File: config.mk
export PLATFORM = sky130hd
export DESIGN_NAME = rally_controller
export DESIGN_NICKNAME = d
export VERILOG_FILES = /design/src/rtl/game_pkg.sv /design/src/rtl/button_sync.sv /design/src/rtl/rally_controller.sv
export SDC_FILE = /design/constraint.sdc
export NUM_CORES = 1
export LEC_CHECK = 0
export CORE_MARGIN = 8
export CORE_UTILIZATION = 55
export CTS_CLUSTER_SIZE = 28
export DETAILED_ROUTE_END_ITERATION = 7
export PLACE_DENSITY_LB_ADDON = 0.25
export SLEW_MARGIN = 20
export SYNTH_ARGS = -nofsm -noshare
export SYNTH_HDL_FRONTEND = slang
export SYNTH_HIERARCHICAL = 1
export SYNTH_SLANG_ARGS = --single-unit
File: constraint.sdc
create_clock -name clk -period 3.33 [get_ports clk]
set_input_delay 0.999 -clock clk [delete_from_list [all_inputs] [get_ports clk]]
set_output_delay 0.999 -clock clk [all_outputs]
set_load 0.02 [all_outputs]
File: src/rtl/game_pkg.sv
`default_nettype none
//==============================================================================
// Package     : game_pkg
// Description : Shared types and default constants for the ping-pong rally
//               game: state encoding, strip/score geometry and a saturating
//               score increment helper.
// Revision    : 1.0 - initial release
//==============================================================================
package game_pkg;

    typedef enum logic [2:0] {
        ST_IDLE      = 3'd0,
        ST_MOVE_R    = 3'd1,
        ST_MOVE_L    = 3'd2,
        ST_POINT     = 3'd3,
        ST_GAME_OVER = 3'd4
    } state_t;

    localparam int c_NUM_LEDS   = 18;
    localparam int c_WIN_SCORE  = 9;
    localparam int c_STEP_INIT  = 8;
    localparam int c_STEP_MIN   = 2;
    localparam int c_POINT_HOLD = 16;
    localparam int c_SCORE_W    = 4;

    // Scores stop at the winning value so they can never wrap.
    function automatic logic [c_SCORE_W-1:0] score_inc(
        input logic [c_SCORE_W-1:0] score,
        input logic [c_SCORE_W-1:0] limit
    );
        return (score >= limit) ? limit : score + 1'b1;
    endfunction

endpackage
`default_nettype wire

File: src/rtl/button_sync.sv
`default_nettype none
//==============================================================================
// Module      : button_sync
// Description : Two-flop synchroniser followed by a rising-edge detector.
//               Produces a one-clk pulse three clocks after a raw rising edge.
// Ports       : clk      - system clock
//               reset    - asynchronous active-low reset
//               i_button - raw asynchronous active-high input
//               o_press  - registered one-clk press pulse
// Revision    : 1.0 - initial release
//==============================================================================
module button_sync (
    input  logic clk,
    input  logic reset,
    input  logic i_button,
    output logic o_press
);

    logic r_meta;
    logic r_sync;
    logic r_prev;
    logic r_press;

    // The chain is preset to 1 so that a button already held while reset is
    // released looks like "still pressed" and produces no edge.
    always_ff @(posedge clk or negedge reset) begin
        if (!reset) begin
            r_meta  <= 1'b1;
            r_sync  <= 1'b1;
            r_prev  <= 1'b1;
            r_press <= 1'b0;
        end else begin
            r_meta  <= i_button;
            r_sync  <= r_meta;
            r_prev  <= r_sync;
            r_press <= r_sync & ~r_prev;
        end
    end

    assign o_press = r_press;

endmodule
`default_nettype wire

File: src/rtl/rally_controller.sv
`default_nettype none
//==============================================================================
// Module      : rally_controller
// Description : Sequences one ping-pong rally game on the LED strip: serve,
//               ball travel, return checks, point award, speed-up, match end.
// Ports       : clk, reset (async active-low), tick (timing enable),
//               button_L/button_R/start (raw inputs),
//               leds, score_L, score_R, serve_side, winner_L, winner_R
//               (all registered outputs).
// Revision    : 1.0 - initial release
//==============================================================================
module rally_controller
    import game_pkg::*;
#(
    parameter int NUM_LEDS   = c_NUM_LEDS,
    parameter int WIN_SCORE  = c_WIN_SCORE,
    parameter int STEP_INIT  = c_STEP_INIT,
    parameter int STEP_MIN   = c_STEP_MIN,
    parameter int POINT_HOLD = c_POINT_HOLD
) (
    input  logic                 clk,
    input  logic                 reset,
    input  logic                 tick,
    input  logic                 button_L,
    input  logic                 button_R,
    input  logic                 start,
    output logic [NUM_LEDS-1:0]  leds,
    output logic [c_SCORE_W-1:0] score_L,
    output logic [c_SCORE_W-1:0] score_R,
    output logic                 serve_side,
    output logic                 winner_L,
    output logic                 winner_R
);

    localparam int c_POS_W  = $clog2(NUM_LEDS);
    localparam int c_STEP_W = $clog2(STEP_INIT + 1);
    localparam int c_HOLD_W = $clog2(POINT_HOLD + 1);

    localparam logic [c_POS_W-1:0]   c_POS_LAST  = c_POS_W'(NUM_LEDS - 1);
    localparam logic [c_STEP_W-1:0]  c_STEP_INIT_V = c_STEP_W'(STEP_INIT);
    localparam logic [c_STEP_W-1:0]  c_STEP_MIN_V  = c_STEP_W'(STEP_MIN);
    localparam logic [c_HOLD_W-1:0]  c_HOLD_LAST = c_HOLD_W'(POINT_HOLD - 1);
    localparam logic [c_SCORE_W-1:0] c_WIN       = c_SCORE_W'(WIN_SCORE);
    localparam logic [NUM_LEDS-1:0]  c_LED0      = {{(NUM_LEDS-1){1'b0}}, 1'b1};
    localparam logic [NUM_LEDS-1:0]  c_LEFT_HALF = {NUM_LEDS{1'b1}} >> (NUM_LEDS - NUM_LEDS/2);
    localparam logic [NUM_LEDS-1:0]  c_RIGHT_HALF = ~c_LEFT_HALF;

    logic w_press_L;
    logic w_press_R;
    logic w_press_S;

    button_sync u_sync_L (.clk(clk), .reset(reset), .i_button(button_L), .o_press(w_press_L));
    button_sync u_sync_R (.clk(clk), .reset(reset), .i_button(button_R), .o_press(w_press_R));
    button_sync u_sync_S (.clk(clk), .reset(reset), .i_button(start),    .o_press(w_press_S));

    state_t                r_state,       w_state;
    logic [c_POS_W-1:0]    r_pos,         w_pos;
    logic                  r_serve_side,  w_serve_side;
    logic [c_SCORE_W-1:0]  r_score_L,     w_score_L;
    logic [c_SCORE_W-1:0]  r_score_R,     w_score_R;
    logic                  r_winner_L,    w_winner_L;
    logic                  r_winner_R,    w_winner_R;
    logic [c_STEP_W-1:0]   r_step_period, w_step_period;
    logic [c_STEP_W-1:0]   r_step_cnt,    w_step_cnt;
    logic [c_HOLD_W-1:0]   r_hold_cnt,    w_hold_cnt;
    logic                  r_point_to_L,  w_point_to_L;  // who won the last point
    logic [NUM_LEDS-1:0]   r_leds,        w_leds;

    always_ff @(posedge clk or negedge reset) begin
        if (!reset) begin
            r_state       <= ST_IDLE;
            r_pos         <= '0;
            r_serve_side  <= 1'b0;
            r_score_L     <= '0;
            r_score_R     <= '0;
            r_winner_L    <= 1'b0;
            r_winner_R    <= 1'b0;
            r_step_period <= c_STEP_INIT_V;
            r_step_cnt    <= '0;
            r_hold_cnt    <= '0;
            r_point_to_L  <= 1'b0;
            r_leds        <= c_LED0;
        end else begin
            r_state       <= w_state;
            r_pos         <= w_pos;
            r_serve_side  <= w_serve_side;
            r_score_L     <= w_score_L;
            r_score_R     <= w_score_R;
            r_winner_L    <= w_winner_L;
            r_winner_R    <= w_winner_R;
            r_step_period <= w_step_period;
            r_step_cnt    <= w_step_cnt;
            r_hold_cnt    <= w_hold_cnt;
            r_point_to_L  <= w_point_to_L;
            r_leds        <= w_leds;
        end
    end

    // Next-state logic. Within a rally the receiver's press is checked before
    // the step timer, so a valid return beats a simultaneous step expiry.
    always_comb begin
        w_state       = r_state;
        w_pos         = r_pos;
        w_serve_side  = r_serve_side;
        w_score_L     = r_score_L;
        w_score_R     = r_score_R;
        w_winner_L    = r_winner_L;
        w_winner_R    = r_winner_R;
        w_step_period = r_step_period;
        w_step_cnt    = r_step_cnt;
        w_hold_cnt    = r_hold_cnt;
        w_point_to_L  = r_point_to_L;

        case (r_state)
            ST_IDLE: begin
                if ((!r_serve_side && w_press_L) || (r_serve_side && w_press_R)) begin
                    w_state       = r_serve_side ? ST_MOVE_L : ST_MOVE_R;
                    w_step_period = c_STEP_INIT_V;
                    w_step_cnt    = '0;
                end
            end
            ST_MOVE_R: begin
                if (w_press_R) begin
                    if (r_pos == c_POS_LAST) begin
                        w_state       = ST_MOVE_L;
                        w_step_cnt    = '0;
                        w_step_period = (r_step_period > c_STEP_MIN_V) ?
                                        r_step_period - 1'b1 : c_STEP_MIN_V;
                    end else begin
                        w_state      = ST_POINT;
                        w_score_L    = score_inc(r_score_L, c_WIN);
                        w_point_to_L = 1'b1;
                        w_hold_cnt   = '0;
                    end
                end else if (tick) begin
                    if (r_step_cnt == r_step_period - 1'b1) begin
                        w_step_cnt = '0;
                        if (r_pos == c_POS_LAST) begin
                            w_state      = ST_POINT;
                            w_score_L    = score_inc(r_score_L, c_WIN);
                            w_point_to_L = 1'b1;
                            w_hold_cnt   = '0;
                        end else begin
                            w_pos = r_pos + 1'b1;
                        end
                    end else begin
                        w_step_cnt = r_step_cnt + 1'b1;
                    end
                end
            end
            ST_MOVE_L: begin
                if (w_press_L) begin
                    if (r_pos == '0) begin
                        w_state       = ST_MOVE_R;
                        w_step_cnt    = '0;
                        w_step_period = (r_step_period > c_STEP_MIN_V) ?
                                        r_step_period - 1'b1 : c_STEP_MIN_V;
                    end else begin
                        w_state      = ST_POINT;
                        w_score_R    = score_inc(r_score_R, c_WIN);
                        w_point_to_L = 1'b0;
                        w_hold_cnt   = '0;
                    end
                end else if (tick) begin
                    if (r_step_cnt == r_step_period - 1'b1) begin
                        w_step_cnt = '0;
                        if (r_pos == '0) begin
                            w_state      = ST_POINT;
                            w_score_R    = score_inc(r_score_R, c_WIN);
                            w_point_to_L = 1'b0;
                            w_hold_cnt   = '0;
                        end else begin
                            w_pos = r_pos - 1'b1;
                        end
                    end else begin
                        w_step_cnt = r_step_cnt + 1'b1;
                    end
                end
            end
            ST_POINT: begin
                if (tick) begin
                    if (r_hold_cnt == c_HOLD_LAST) begin
                        w_hold_cnt = '0;
                        if (r_score_L == c_WIN) begin
                            w_state    = ST_GAME_OVER;
                            w_winner_L = 1'b1;
                        end else if (r_score_R == c_WIN) begin
                            w_state    = ST_GAME_OVER;
                            w_winner_R = 1'b1;
                        end else begin
                            // The player who lost the point serves next.
                            w_state      = ST_IDLE;
                            w_serve_side = r_point_to_L;
                            w_pos        = r_point_to_L ? c_POS_LAST : '0;
                        end
                    end else begin
                        w_hold_cnt = r_hold_cnt + 1'b1;
                    end
                end
            end
            ST_GAME_OVER: begin
                if (w_press_S) begin
                    w_state      = ST_IDLE;
                    w_score_L    = '0;
                    w_score_R    = '0;
                    w_winner_L   = 1'b0;
                    w_winner_R   = 1'b0;
                    w_serve_side = 1'b0;
                    w_pos        = '0;
                end
            end
            default: begin
                w_state = ST_IDLE;
                w_pos   = '0;
            end
        endcase
    end

    // LED pattern derived from the next state so it is registered alongside it.
    always_comb begin
        w_leds = r_leds;
        case (w_state)
            ST_IDLE, ST_MOVE_R, ST_MOVE_L: w_leds = c_LED0 << w_pos;
            ST_POINT: begin
                if (r_state != ST_POINT) begin
                    w_leds = '1;
                end else if (tick) begin
                    w_leds = ~r_leds;
                end
            end
            ST_GAME_OVER: w_leds = w_winner_L ? c_LEFT_HALF : c_RIGHT_HALF;
            default:      w_leds = c_LED0;
        endcase
    end

    assign leds       = r_leds;
    assign score_L    = r_score_L;
    assign score_R    = r_score_R;
    assign serve_side = r_serve_side;
    assign winner_L   = r_winner_L;
    assign winner_R   = r_winner_R;

endmodule
`default_nettype wire

**Word level (Yosys, flattened, before mapping)**

Cells that the tools add are included.

- Flip-flop bits (word level): 63
- Bits of input ports: 6
- Output and inout port bits: 29
- Logic and storage cells: 207

- $add $sub $neg: 7
- Order comparisons: 3
- Equality and inequality tests: 36
- Shift-type cells: 1
- Muxes and demuxes: 107
- Bitwise gates (word level): 7
- Reductions and logical operators: 22

Operator list:

| cell | count |
|---|---|
| 2-to-1 mux 5 bit | 26 |
| 2-to-1 mux 4 bit | 26 |
| 2-to-1 mux 18 bit | 3 |
| one-hot mux 18 bit (3 select lines) | 1 |
| 2-to-1 mux 3 bit | 14 |
| AND reduction 6 bit | 5 |
| one-hot mux 5 bit (5 select lines) | 1 |
| 2-to-1 mux 1 bit | 24 |
| one-hot mux 4 bit (3 select lines) | 2 |
| inequality test 3 x 2 -> 1 bit (second input constant) | 7 |
| NOT 18 bit | 1 |
| << shifter 1 x 5 -> 18 bit (first input constant) | 1 |
| inequality test 2 bit (second input constant) | 8 |
| one-hot mux 4 bit (2 select lines) | 2 |
| inequality test 3 bit (second input constant) | 5 |
| one-hot mux 3 bit (5 select lines) | 1 |
| one-hot mux 5 bit (3 select lines) | 1 |
| adder 4 x 1 -> 4 bit (second input constant) | 3 |
| equality test 3 x 2 -> 1 bit (second input constant) | 4 |
| adder 5 x 1 -> 5 bit (second input constant) | 2 |
| AND reduction 10 bit | 1 |
| AND reduction 9 bit | 1 |
| equality test 4 bit (second input constant) | 2 |
| greater-or-equal comparator 4 bit (second input constant) | 2 |
| 22 further kinds | 40 |

**Depth between registers and ports, before layout**

- Depth after elaboration: 9
- Gate-level depth with buffers: 11
- Mapped depth without buffers: 10

**Modules after synthesis**

Netlist, hierarchy kept.

Modules (own cells, without submodules):

| module | times used | cells each | area each (um2) | sequential area each (um2) |
|---|---|---|---|---|
| rally_controller | 1 | 386 | 3459.6 | 1278.7 |
| button_sync | 3 | 5 | 117.6 | 103.8 |

**Least setup slack after synthesis**

Ideal clock, no wire load.

- Path type: input to register
- Start point: input tick
- End point: register r_leds[0] (netlist: leds[0])
- Setup time: 96 ps
- Arrival: 2716 ps
- Required time: 3234 ps
- Setup slack: 518 ps
- Stages: 9
- Path buffers: 1
- Cell sequence: inv_1 -> nor3_4 -> nand3_4 -> o41a_1 -> o31ai_1 -> o21a_1 -> buf_6 -> inv_4 -> o32ai_1

- Elaborated cells on any way between the ends: 24
- Those cells by class: eq/ne: 5; shift: 1; mux: 16; reduce/logical: 2

RTL lines:

| item | RTL line | RTL |
|---|---|---|
| start, declared | rally_controller.sv:23 | `input logic tick,` |
| 2-to-1 mux 5 bit, on equally long branches | rally_controller.sv:164, rally_controller.sv:135 |  |
| 2-to-1 mux 5 bit, on equally long branches | rally_controller.sv:152, rally_controller.sv:123 |  |
| one-hot mux 5 bit (5 select lines) * | rally_controller.sv:114 | `case (r_state)` |
| net w_pos[0] | rally_controller.sv:57 | `logic [c_POS_W-1:0] r_pos, w_pos;` |
| << shifter 1 x 5 -> 18 bit * | rally_controller.sv:223 | `ST_IDLE, ST_MOVE_R, ST_MOVE_L: w_leds = c_LED0 << w_pos;` |
| one-hot mux 18 bit (3 select lines) * | rally_controller.sv:222 | `case (w_state)` |
| end signal, assigned | rally_controller.sv:82 | `r_leds <= c_LED0;` |
| end signal, assigned | rally_controller.sv:95 | `r_leds <= w_leds;` |
| end, declared | rally_controller.sv:67 | `logic [NUM_LEDS-1:0] r_leds, w_leds;` |

The timed path passes the listed nets; every way through them passes the cells marked *.
A chain may end at the register's enable or synchronous reset.

**Worst setup path after layout**

- Start point: input tick
- End point: register r_leds[7] (netlist: leds[7])

- Longest elaborated chain between the ends: 6
- Elaborated cells on any way between the ends: 24
- Those cells by class: eq/ne: 5; shift: 1; mux: 16; reduce/logical: 2

Ends and longest elaborated chain:

| item | RTL line |
|---|---|
| 2-to-1 mux 3 bit, on equally long branches | rally_controller.sv:164, rally_controller.sv:135 |
| 2-to-1 mux 3 bit, on equally long branches | rally_controller.sv:152, rally_controller.sv:123 |
| one-hot mux 3 bit (5 select lines) | rally_controller.sv:114 |
| equality test 3 x 1 -> 1 bit (tied with other cells) | rally_controller.sv:222 |
| OR reduction 3 bit | rally_controller.sv:222 |
| one-hot mux 18 bit (3 select lines) | rally_controller.sv:222 |

Several ways; a longest one is shown, not always the timed one.

==> impl_metrics.yaml <==
outcome:
  outcome: "finished clean"
cts:
  cts_root_buf: "clkbuf_8"
  cts_buffers: 9
  ctsResizeCount: 0
  numClockSinks: 63
  cts_tree: "done"
  clk_latency_ns: 0.36
  cts-hold-fix-buffers: 0
  clk_path_buf_depth: 2
  cts_setup_buffers: 0
  htreeDepth: 3
  clk_pin_slew_worst_paths_ns: 0.07
global_routing:
  grt-ovfl-total: 0
  grt_max_degree: 41
  grt_pass1_wl_um: 16620
  global_route.usage.total_pct: 20.98
  grt_antenna_before_repair: 0
  grt_pass1_vias: 3362
power_and_ir_drop:
  ir_drop_uv: 451.4
  power_leakage_nw: 2.120
  powerDensity_nw_per_um2: 856.4
die:
  core-area_um2: 6756
  die_w_um: 99.26
  initial_core_util_pct: 56.43
  fp.dieArea_um2: 9852
  ios: 35
  die_h_um: 99.26
  num_rows: 30
placement:
  hpwl_um: 7088
  dpl.cell_count: 531
  dp_slack_ns: -0.1424
  io_buffers: 34
  gp_congestion: 0.9631
min_path:
  hold_path_class: "register to register"
yosys:
  synth_commonest_cells: "dfrtp_1, nor2_1, nand2_1"
  synthFlopType: "dfrtp_1"
  ys.warnings.count: 6
  seq_area_frac_synth_pct: 41.71
  yosys.cell_count.top_type: "dfrtp_1"
  synthDistinctLibCells: 72
  ys_top_cells_by_area: "dfrtp_1, dfstp_2, ha_1"
  yosys.area.top_type_share_pct: 34.13
  synth_area_um2: 3812
  syn_avg_cell_area_um2: 9.507
  synth.largest_area_cell: "dfrtp_1"
  synth_async_sr_flop_share_pct: 100.0
  synth_edf_count: 0
  syn_nets: 421
  synth_cells: 401
  ys_ff_latch: 63
critical_path:
  worstPathArrival_ns: 3.41
  crit_fanout: 8
  start_kind: "primary input"
  worstSetupPathType: "primary input to register"
  cpMostUsedCell: "o32ai_1"
  cpPeakStageDelay_ns: 0.52
  critPathCaptureType: "register"
  crit_buf_inv: 3
  cp_top_family: "buffers and inverters"
  required_ns: 3.58
  crit_slowest_cell: "clkdlybuf4s50_1"
  path_cells: "clkdlybuf4s50_1 > inv_1 > nor3_4 > and3_1 > a31oi_1 > o32ai_1 > buf_4 > nand3_1 > o32ai_1"
  r2r_slack_ns: 0.35
job:
  cap_violations: 0
timing:
  max_freq_ghz: 0.3171
  grt_setup_unrepaired: "no"
  hold_viol_final: 0
  worst_slew_pin_slew_ns: 0.7145
  setup_viol: 0
  fin_crit_sh_pct: 94.70
  finalWorstSetupSlack_ns: 0.1763
  finalCriticalPeriod_ns: 3.154
  maxSlewViolCount: 0
  slew_headroom_pct: 52.04
  finClkSkew_ns: 0.009502
final_layout:
  layout.cells.non_filler: 547
  layout-drive-gt1-share_pct: 17.77
  area_growth_pct: 23.17
  fillers: 522
  num_antenna_cells: 0
  nets: 482
drt:
  routed-via-count: 3468
  vias_per_cell: 6.340
  drt-pass1-iter-count: 4
  drt-total-wl_um: 10110
  routedWlPerCell_um: 18.48
  ant_nets: 0
  drtIter0Drc: 239
  drc: 0
-- layer usage --
metal,track usage (%),wire length [µm],up-vias
met5,0,0,-
met1,27.10,4571,1694
met4,10.13,191,0
met2,33.26,4775,131
li1,-,-,1622
met3,3.561,568,21
-- registers in the layout, summed over array words and instances (netlist names), 3 cells and up --
register and cells:
leds 18, score_R 4, r_state 3, r_step_period 4, r_pos 5, r_hold_cnt 5, r_step_cnt 4, score_L 4
-- final cells by class --
class / count / area [µm²] / area share (%)
clock inverters: 4 / 77.57 / 1.652
well taps: 80 / 100.1 / 2.132
repair buffers: 70 / 630.6 / 13.43
clock buffers: 12 / 155.1 / 3.304
flip-flops and latches: 63 / 1590 / 33.87
multi-input cells: 300 / 2072 / 44.12
inverters: 18 / 70.07 / 1.492
-- path summary, 6_finish.rpt --
path,start,depth (start not counted),endpoint
worst max-delay path,tick,9,leds[7]$_DFFE_PN0P_
worst min-delay path,u_sync_R/r_meta$_DFF_PN1_,0,u_sync_R/r_sync$_DFF_PN1_
worst max register to register,r_step_period[0]$_DFFE_PN0P_,10,leds[7]$_DFFE_PN0P_
worst min register to register,u_sync_R/r_meta$_DFF_PN1_,0,u_sync_R/r_sync$_DFF_PN1_
max in group asynchronous,reset,2,leds[0]$_DFFE_PN1P_
min in group asynchronous,reset,1,score_R[2]$_DFFE_PN0P_
-- kinds of logic (layout without fill, tap and decap cells) --
logic type      Yosys count  after routing  share of synthesized area [%]
compound gates          111            111                          22.22
mux                       7              7                          1.936
fa+ha+maj                14             14                          4.595
buf+inv                  38            104                          4.102
flops                    63             63                          41.71
xor+xnor                  7              7                          2.002
simple gates            161            161                          23.43
-- cells in the final DEF (no fill, tap or decap), types with 14 or more instances in the layout --
master           instances
a21oi_1                 14
buf_4                   34
nand2_1                 42
nor2_1                  43
clkdlybuf4s50_1         33
o32ai_1                 19
ha_1                    14
o21ai_0                 15
dfrtp_1                 52
inv_1                   17
-- stage by stage --
step | TNS [ns] | cell area [µm²] | util [%] | total power [mW] | hold WS (ns)
global placement | -0.8098 | 4457 | 65.96 | 3.153 | 0.3456
finish | 0 | 4696 | 69.50 | 4.021 | 0.3576
floorplan | 0 | 3812 | - | 2.462 | 0.3452
detailed placement | -1.585 | 4457 | 65.96 | 3.198 | 0.3468
global route | 0 | 4696 | 69.50 | 4.259 | 0.3603
CTS | 0 | 4690 | 69.41 | 4.008 | 0.3576
-- where the power goes --
part / total [mW] / internal, mW / switching, mW / leakage, nW
sequential: 1.19 / 0.970 / 0.225 / 0.810
combinational: 2.02 / 0.848 / 1.18 / 1.19
clock: 0.802 / 0.467 / 0.334 / 0.117
No activity file was read; power rests on OpenSTA's default activity.
